==> src/rtl/disp_pkg.sv <==
// Shared constants for the multiplexed seven-segment driver.
// Segment codes are active-low, ordered {g,f,e,d,c,b,a}.
package disp_pkg;

  typedef logic [3:0] bcd_t;
  typedef logic [6:0] seg_t;

  localparam seg_t SEG_0    = 7'h40;
  localparam seg_t SEG_1    = 7'h79;
  localparam seg_t SEG_2    = 7'h24;
  localparam seg_t SEG_3    = 7'h30;
  localparam seg_t SEG_4    = 7'h19;
  localparam seg_t SEG_5    = 7'h12;
  localparam seg_t SEG_6    = 7'h02;
  localparam seg_t SEG_7    = 7'h78;
  localparam seg_t SEG_8    = 7'h00;
  localparam seg_t SEG_9    = 7'h10;
  localparam seg_t SEG_DASH = 7'h3F;
  localparam seg_t SEG_OFF  = 7'h7F;
  localparam logic [3:0] AN_OFF = 4'hF;

endpackage

==> src/rtl/bcd_to_sseg.sv <==
// Combinational BCD to active-low seven-segment decoder.
// Non-decimal codes render as a single dash.
module bcd_to_sseg
  import disp_pkg::*;
(
  input  logic [3:0] i_bcd,
  output logic [6:0] o_seg
);

  always_comb begin
    o_seg = SEG_DASH;
    case (i_bcd)
      4'd0:    o_seg = SEG_0;
      4'd1:    o_seg = SEG_1;
      4'd2:    o_seg = SEG_2;
      4'd3:    o_seg = SEG_3;
      4'd4:    o_seg = SEG_4;
      4'd5:    o_seg = SEG_5;
      4'd6:    o_seg = SEG_6;
      4'd7:    o_seg = SEG_7;
      4'd8:    o_seg = SEG_8;
      4'd9:    o_seg = SEG_9;
      default: o_seg = SEG_DASH;
    endcase
  end

endmodule

==> src/rtl/disp_mux_bcd.sv <==
// Four-digit time-multiplexed seven-segment driver with per-frame digit
// snapshot, PWM brightness, global blank and optional leading-zero blanking.
module disp_mux_bcd
  import disp_pkg::*;
#(
  parameter int REFRESH_POWER = 18,
  parameter bit LZB           = 1'b0
)(
  input  logic       clk,
  input  logic       reset,
  input  logic [3:0] bcd_0,
  input  logic [3:0] bcd_1,
  input  logic [3:0] bcd_2,
  input  logic [3:0] bcd_3,
  input  logic [3:0] dp_in,
  input  logic [2:0] brightness,
  input  logic       disp_en,
  output logic [3:0] an,
  output logic [7:0] sseg
);

  localparam int N = REFRESH_POWER;

  logic [N-1:0]    r_q;
  logic [3:0][3:0] r_digit_snap;
  logic [3:0]      r_dp_snap;

  logic [1:0] w_sel;
  logic [2:0] w_duty;
  logic       w_lit;
  logic [3:0] w_blank;
  logic [3:0] w_digit;
  logic [6:0] w_seg_dec;
  logic [6:0] w_seg;

  assign w_sel  = r_q[N-1 -: 2];
  assign w_duty = r_q[N-3 -: 3];
  assign w_lit  = disp_en && (w_duty <= brightness);

  // A digit is a leading zero when it and every digit to its left are zero.
  assign w_blank[3] = LZB && (r_digit_snap[3] == 4'd0);
  assign w_blank[2] = w_blank[3] && (r_digit_snap[2] == 4'd0);
  assign w_blank[1] = w_blank[2] && (r_digit_snap[1] == 4'd0);
  assign w_blank[0] = 1'b0;

  assign w_digit = r_digit_snap[w_sel];

  bcd_to_sseg u_dec (
    .i_bcd (w_digit),
    .o_seg (w_seg_dec)
  );

  assign w_seg = w_blank[w_sel] ? SEG_OFF : w_seg_dec;

  // Snapshot is taken on the last cycle of a frame so the whole next frame is coherent.
  always_ff @(posedge clk) begin
    if (reset) begin
      r_q          <= '0;
      r_digit_snap <= '0;
      r_dp_snap    <= '0;
      an           <= AN_OFF;
      sseg         <= {1'b1, SEG_OFF};
    end else begin
      r_q <= r_q + N'(1);
      if (&r_q) begin
        r_digit_snap <= {bcd_3, bcd_2, bcd_1, bcd_0};
        r_dp_snap    <= dp_in;
      end
      if (w_lit) begin
        an   <= ~(4'b0001 << w_sel);
        sseg <= {~r_dp_snap[w_sel], w_seg};
      end else begin
        an   <= AN_OFF;
        sseg <= {1'b1, SEG_OFF};
      end
    end
  end

endmodule

==> config.mk <==
export PLATFORM = sky130hd
export DESIGN_NAME = disp_mux_bcd
export DESIGN_NICKNAME = d
export VERILOG_FILES = /design/src/rtl/disp_pkg.sv /design/src/rtl/bcd_to_sseg.sv /design/src/rtl/disp_mux_bcd.sv
export SDC_FILE = /design/constraint.sdc
export NUM_CORES = 1
export LEC_CHECK = 0
export CAP_MARGIN = 20
export CORE_MARGIN = 5
export CORE_UTILIZATION = 40
export CTS_BUF_LIST = sky130_fd_sc_hd__clkbuf_16
export DETAILED_ROUTE_END_ITERATION = 6
export PLACE_DENSITY_LB_ADDON = 0.3
export SLEW_MARGIN = 15
export SYNTH_ARGS = -nofsm -noshare
export SYNTH_HDL_FRONTEND = slang
export SYNTH_SLANG_ARGS = --single-unit
==> constraint.sdc <==
create_clock -name clk -period 3.53 [get_ports clk]
set_clock_uncertainty 0.1 [all_clocks]
set_input_delay 0.5295 -clock clk [delete_from_list [all_inputs] [get_ports clk]]
set_output_delay 0.5295 -clock clk [all_outputs]
set_load 0.01 [all_outputs]
==> flow_summary_export.csv, run 1 <==
group,metric,value,unit
yosys,synth_edf_count,0,
grt,grt_pass1_vias,1654,
timing,post-route-min-period,2.39,ns
clock_network,holdBufCountCts,0,
setup_path,endpoint_kind,"flip-flop",
setup_path,path_max_fanout,12,
yosys,synth_seq_area_share,0.440,
yosys,synth_most_common_cell,"dfxtp_1",
cells_and_area,drive_gt1_frac,0.0659,
setup_path,crit_path_start_kind,"input pin",
place,gp_congestion,0.824,
die,die-area,7300,µm²
power_and_ir_drop,p_leak,0.958,nW
cells_and_area,fin_cells,345,
yosys,synth_top_area_frac,0.440,
setup_path,path_class,"input pin to flip-flop",
yosys,synthFlopType,"dfxtp_1",
place,dpl_cell_area,2660,µm²
routing,drc,0,
cells_and_area,final_nets,307,
yosys,yosys-top-cells-count,"50 x dfxtp_1, 31 x nand3_1, 22 x a21oi_1",
yosys,syn_area_per_cell,9.37,µm²
cells_and_area,multi_input_area,1150,µm²
routing,via_per_inst,5.12,
yosys,syn_nets,278,
yosys,ys_warn_count,0,
cells_and_area,num_antenna_cells,0,
place,place_inst,337,
die,start_util,0.413,
routing,drt-total-wl,4.56,mm
grt,grt_usage,0.132,
die,die_w,85.4,µm
die,core,5510,µm²
grt,grt_max_degree,41,
clock_network,cts_resized,0,
timing,hold_viol,0,
routing,ant_nets,0,
cells_and_area,num-fill-cells,515,
routing,via_count,1765,
timing,drv_slew,0,
yosys,synth_cells,243,
clock_network,path_clk_slew,0.06,ns
yosys,async_flop_share,0,
clock_network,post-cts-setup-buffers,0,
setup_path,rrSetupSlack,1.24,ns
timing,rsz0062_at_grt,"false",
grt,overflow,0,
place,place_ws,0.856,ns
die,die_h,85.4,µm
setup_path,required,3.55,ns
flow_run,maxCapViolations,0,
cells_and_area,area_growth,22.8,%
yosys,syn_area,2280,µm²
grt,antenna_found_initial,0,
clock_network,cts_root_buf,"clkbuf_16",
setup_path,cp_data_arrival_time,2.41,ns
place,io_buffers,37,
power_and_ir_drop,power.total,1.09,mW
timing,tightest_slew,0.754,ns
yosys,synthTopCellsByArea,"dfxtp_1 44%, nand3_1 6.8%, ha_1 4.9%, mux4_2 4.9%, a21oi_1 4.8%",
clock_network,cts_tree,"done",
routing,drtIter0Drc,62,
cells_and_area,regArea,1000,µm²
clock_network,cts_made_buffers,5,
yosys,yosys.area.top_type,"dfxtp_1",
power_and_ir_drop,pwr_density_cell,389,nW/µm²
cells_and_area,finish.instance_area,2790,µm²
die,rows,27,
grt,grt_pass1_wl,7.82,mm
place,dp_hpwl,3.20,mm
clock_network,htree_levels,2,
timing,setup_ws,1.14,ns
timing,slew_headroom,0.494,
timing,fin_setup_tns,0,ns
yosys,ys_seq_elements,50,
die,ios,38,
power_and_ir_drop,peakVddDrop,0.000210,V
routing,wl_per_cell,13.2,µm
timing,fin_crit_sh,0.677,
clock_network,clock-sinks,50,
timing,timing.fmax,419,MHz
routing,dr.pass1.iters,4,
clock_network,insertion_delay,0.29,ns
hold_path,min_path_type,"flip-flop to flip-flop",
clock_network,clk_path_buf_depth,2,
timing,setup_viol,0,
yosys,synth_cell_types,36,
outcome,status,"completed",
[final timing paths]
| kind | start | endpoint | cells after the start |
|---|---|---|---|
| setup / recovery | brightness[1] | sseg[0] | 7 |
| hold / removal | r_q[0] | r_q[0] | 1 |
| hold reg to reg | r_q[0] | r_q[0] | 1 |
| setup reg to reg | r_q[0] | r_digit_snap[2] | 5 |
[stage by stage]
| stage | util | hold WS (ns) |
|---|---|---|
| finish | 0.507 | 0.369 |
| global route | 0.507 | 0.388 |
| CTS | 0.507 | 0.367 |
| detailed placement | 0.483 | 0.352 |
| global placement | 0.483 | 0.346 |
| floorplan | - | 0.330 |
[layout by cell type, fill, tap and decap left out, types with 2 or more instances in the layout]
master and count:
a21oi_1 22, dfxtp_1 50, clkbuf_16 5, mux4_2 5, or3_1 2, clkinv_1 3, o21ai_0 12, nor2_1 17
and4_1 3, nand3_1 31, ha_1 9, nand4_1 7, mux2_1 2, inv_1 9, nand4_2 2, clkdlybuf4s50_1 37
nand2_1 6, nand4b_1 2, mux2i_1 2, xnor2_1 8, xor2_1 5, nor4_1 2, nor3_1 3, o21ai_1 12
nor2b_1 5
[registers in the layout (all words and copies together), names as in the netlist]
name,count
r_q,18
r_digit_snap,16
r_dp_snap,4
sseg,8
an,4
[critical path, cell delays in order]
cell,delay [ns]
clkdlybuf4s50_1,0.45
inv_1,0.04
ha_1,0.29
nor2b_1,0.14
o21a_1,0.16
o21ai_1,0.59
o2111ai_1,0.20
[kinds of logic (layout without fill, tap and decap cells)]
logic type                 Yosys count  in the layout  synth area share
AOI/OAI and AO/OA                   50             50             0.119
xor gates and xnor gates            13             13            0.0500
adders and majority gates            9              9            0.0495
buffers and inverters               25             55            0.0528
DFF                                 50             50             0.440
muxes                               10             10            0.0731
and+or+nand+nor                     86             86             0.216
[where the power goes]
part           internal (mW)  leakage (nW)  switching (mW)
clock network          0.255        0.0663           0.194
logic                 0.0391         0.486          0.0240
registers              0.572         0.405         0.00396
total                  0.866         0.958           0.222
[per-layer routing]
metal	vias up	share of wire	track usage
met5	-	0	0
met1	801	0.46	0.172
met2	31	0.47	0.211
li1	927	-	-
met3	6	0.049	0.0350
met4	0	0.015	0.0432
[final cells by class]
cell class,instances,share of cell area
clock inverters,3,0.00403
inverters,9,0.0121
repair buffers,38,0.135
clock buffers,5,0.0448
well taps,72,0.0322
flip-flops and latches,50,0.358
multi-input cells,168,0.413
Note: power is estimated with default switching activity, not from simulation.
==> inputs of run 2 (changes only) <==
==> constraint.sdc (replaced) <==
create_clock -name clk -period 2.07 [get_ports clk]
set_clock_uncertainty 0.1 [all_clocks]
set_input_delay 0.3105 -clock clk [delete_from_list [all_inputs] [get_ports clk]]
set_output_delay 0.3105 -clock clk [all_outputs]
set_load 0.01 [all_outputs]
==> run 2 against run 1 <==
Compared with the run above: first-iteration DRC count grew to 2.6 times the previous value; critical path depth shrank 1; count of clock-buffer cells in the layout is the same; worst hold slack lost 0.0049 ns; sequential power grew 70%.
==> flow_summary_export.csv, run 2 (same netlist as run 1, synthesis figures left out) <==
group,metric,value,unit
place,dp_hpwl,3.41,mm
cells_and_area,mostFrequentLayoutCells,"50 x dfxtp_1, 37 x clkdlybuf4s50_1, 31 x nand3_1, 22 x a21oi_1, 17 x nor2_1",
die,die_h,85.4,µm
clock_network,path_clk_slew,0.06,ns
flow_run,maxCapViolations,0,
timing,tightest_slew,0.589,ns
cells_and_area,num_antenna_cells,0,
power_and_ir_drop,p_leak,1.02,nW
timing,hold_viol,0,
routing,drtIter0Drc,159,
die,rows,27,
cells_and_area,drive_gt1_frac,0.0961,
grt,overflow,0,
setup_path,cp_top_family,"multiplexers",
die,start_util,0.413,
clock_network,cts_resized,0,
setup_path,required,2.20,ns
outcome,status,"completed",
grt,grt_pass1_vias,1773,
timing,drv_slew,0,
routing,drt-total-wl,4.85,mm
setup_path,crit_path_top_delay_cell,"mux4_2",
grt,antenna_found_initial,0,
setup_path,cp_data_arrival_time,2.01,ns
timing,timing.fmax,530,MHz
cells_and_area,area_growth,26.6,%
clock_network,htree_levels,2,
die,die-area,7300,µm²
setup_path,path_max_fanout,4,
cells_and_area,reg.largest.list,"r_q (18), r_digit_snap (16), sseg (8)",
grt,grt_pass1_wl,8.06,mm
timing,slew_headroom,0.606,
routing,via_count,1858,
power_and_ir_drop,peakVddDrop,0.000351,V
clock_network,holdBufCountCts,0,
place,gp_congestion,0.834,
die,ios,38,
die,die_w,85.4,µm
clock_network,cts_made_buffers,5,
grt,grt_usage,0.137,
place,io_buffers,37,
cells_and_area,fin_cells,353,
timing,post-route-min-period,1.89,ns
cells_and_area,final_nets,315,
clock_network,cts_tree,"done",
routing,drc,0,
die,core,5510,µm²
timing,rsz0062_at_grt,"false",
power_and_ir_drop,power.total,1.99,mW
grt,grt_max_degree,22,
timing,fin_crit_sh,0.912,
setup_path,path_class,"flip-flop to flip-flop",
clock_network,post-cts-setup-buffers,0,
timing,fin_setup_tns,0,ns
setup_path,cp_num_buf_inv,2,
setup_path,crit_path_max_incr_delay,0.59,ns
place,place_ws,0.00866,ns
clock_network,insertion_delay,0.29,ns
setup_path,cpMostUsedCell,"inv_1",
routing,ant_nets,0,
setup_path,crit_path_start_kind,"flip-flop",
routing,wl_per_cell,13.7,µm
power_and_ir_drop,pwr_density_cell,690,nW/µm²
cells_and_area,largest_register_ffs,18,
cells_and_area,top_register,"r_q",
clock_network,clk_path_buf_depth,2,
timing,setup_ws,0.183,ns
setup_path,endpoint_kind,"flip-flop",
clock_network,clock-sinks,50,
hold_path,min_path_type,"flip-flop to flip-flop",
setup_path,path_cells,"mux4_2 > inv_1 > ha_1 > inv_1 > or3_1 > nand4_1",
place,place_inst,345,
routing,dr.pass1.iters,4,
clock_network,cts_root_buf,"clkbuf_16",
cells_and_area,layout_commonest_cell,"dfxtp_1",
timing,setup_viol,0,
routing,via_per_inst,5.26,
run 2: power by group:
group	internal, mW	switching [mW]
combinational	0.0700	0.0429
clock	0.561	0.332
sequential	0.975	0.00666
total	1.61	0.382
run 2: worst reg2reg max path, cell delays in order, from the launching register on:
cell,delay [ns]
dfxtp_1,0.39
mux4_2,0.59
inv_1,0.13
ha_1,0.15
inv_1,0.04
or3_1,0.35
nand4_1,0.09
run 2: area by class of cell:
type	count	area [µm²]
Clock buffer	5	125
Tap cell	72	90.1
Clock inverter	3	37.5
Inverter	9	33.8
Timing Repair Buffer	46	438
Fill cell	494	2630
Multi-Input combinational cell	168	1150
Sequential cell	50	1000
run 2: stage by stage:
step	cell area (µm²)	util	hold WS (ns)
6_report	2880	0.523	0.364
5_1_grt	2880	0.523	0.390
4_1_cts	2880	0.523	0.372
3_5_place_dp	2720	0.494	0.357
3_3_place_gp	2720	0.494	0.347
2_1_floorplan	2280	-	0.330
run 2: worst paths after layout:
kind	cells past startpoint	end	slack [ns]	from
max	6	sseg[2]	0.18	r_q[17]
min	1	r_q[0]	0.36	r_q[0]
max reg2reg	6	sseg[2]	0.18	r_q[17]
min reg2reg	1	r_q[0]	0.36	r_q[0]
run 2: metal layers:
| layer | track usage | part of all wire |
|---|---|---|
| met5 | 0 | 0 |
| met4 | 0.0388 | 0.0078 |
| met3 | 0.0398 | 0.050 |
| met2 | 0.237 | 0.49 |
| met1 | 0.165 | 0.45 |
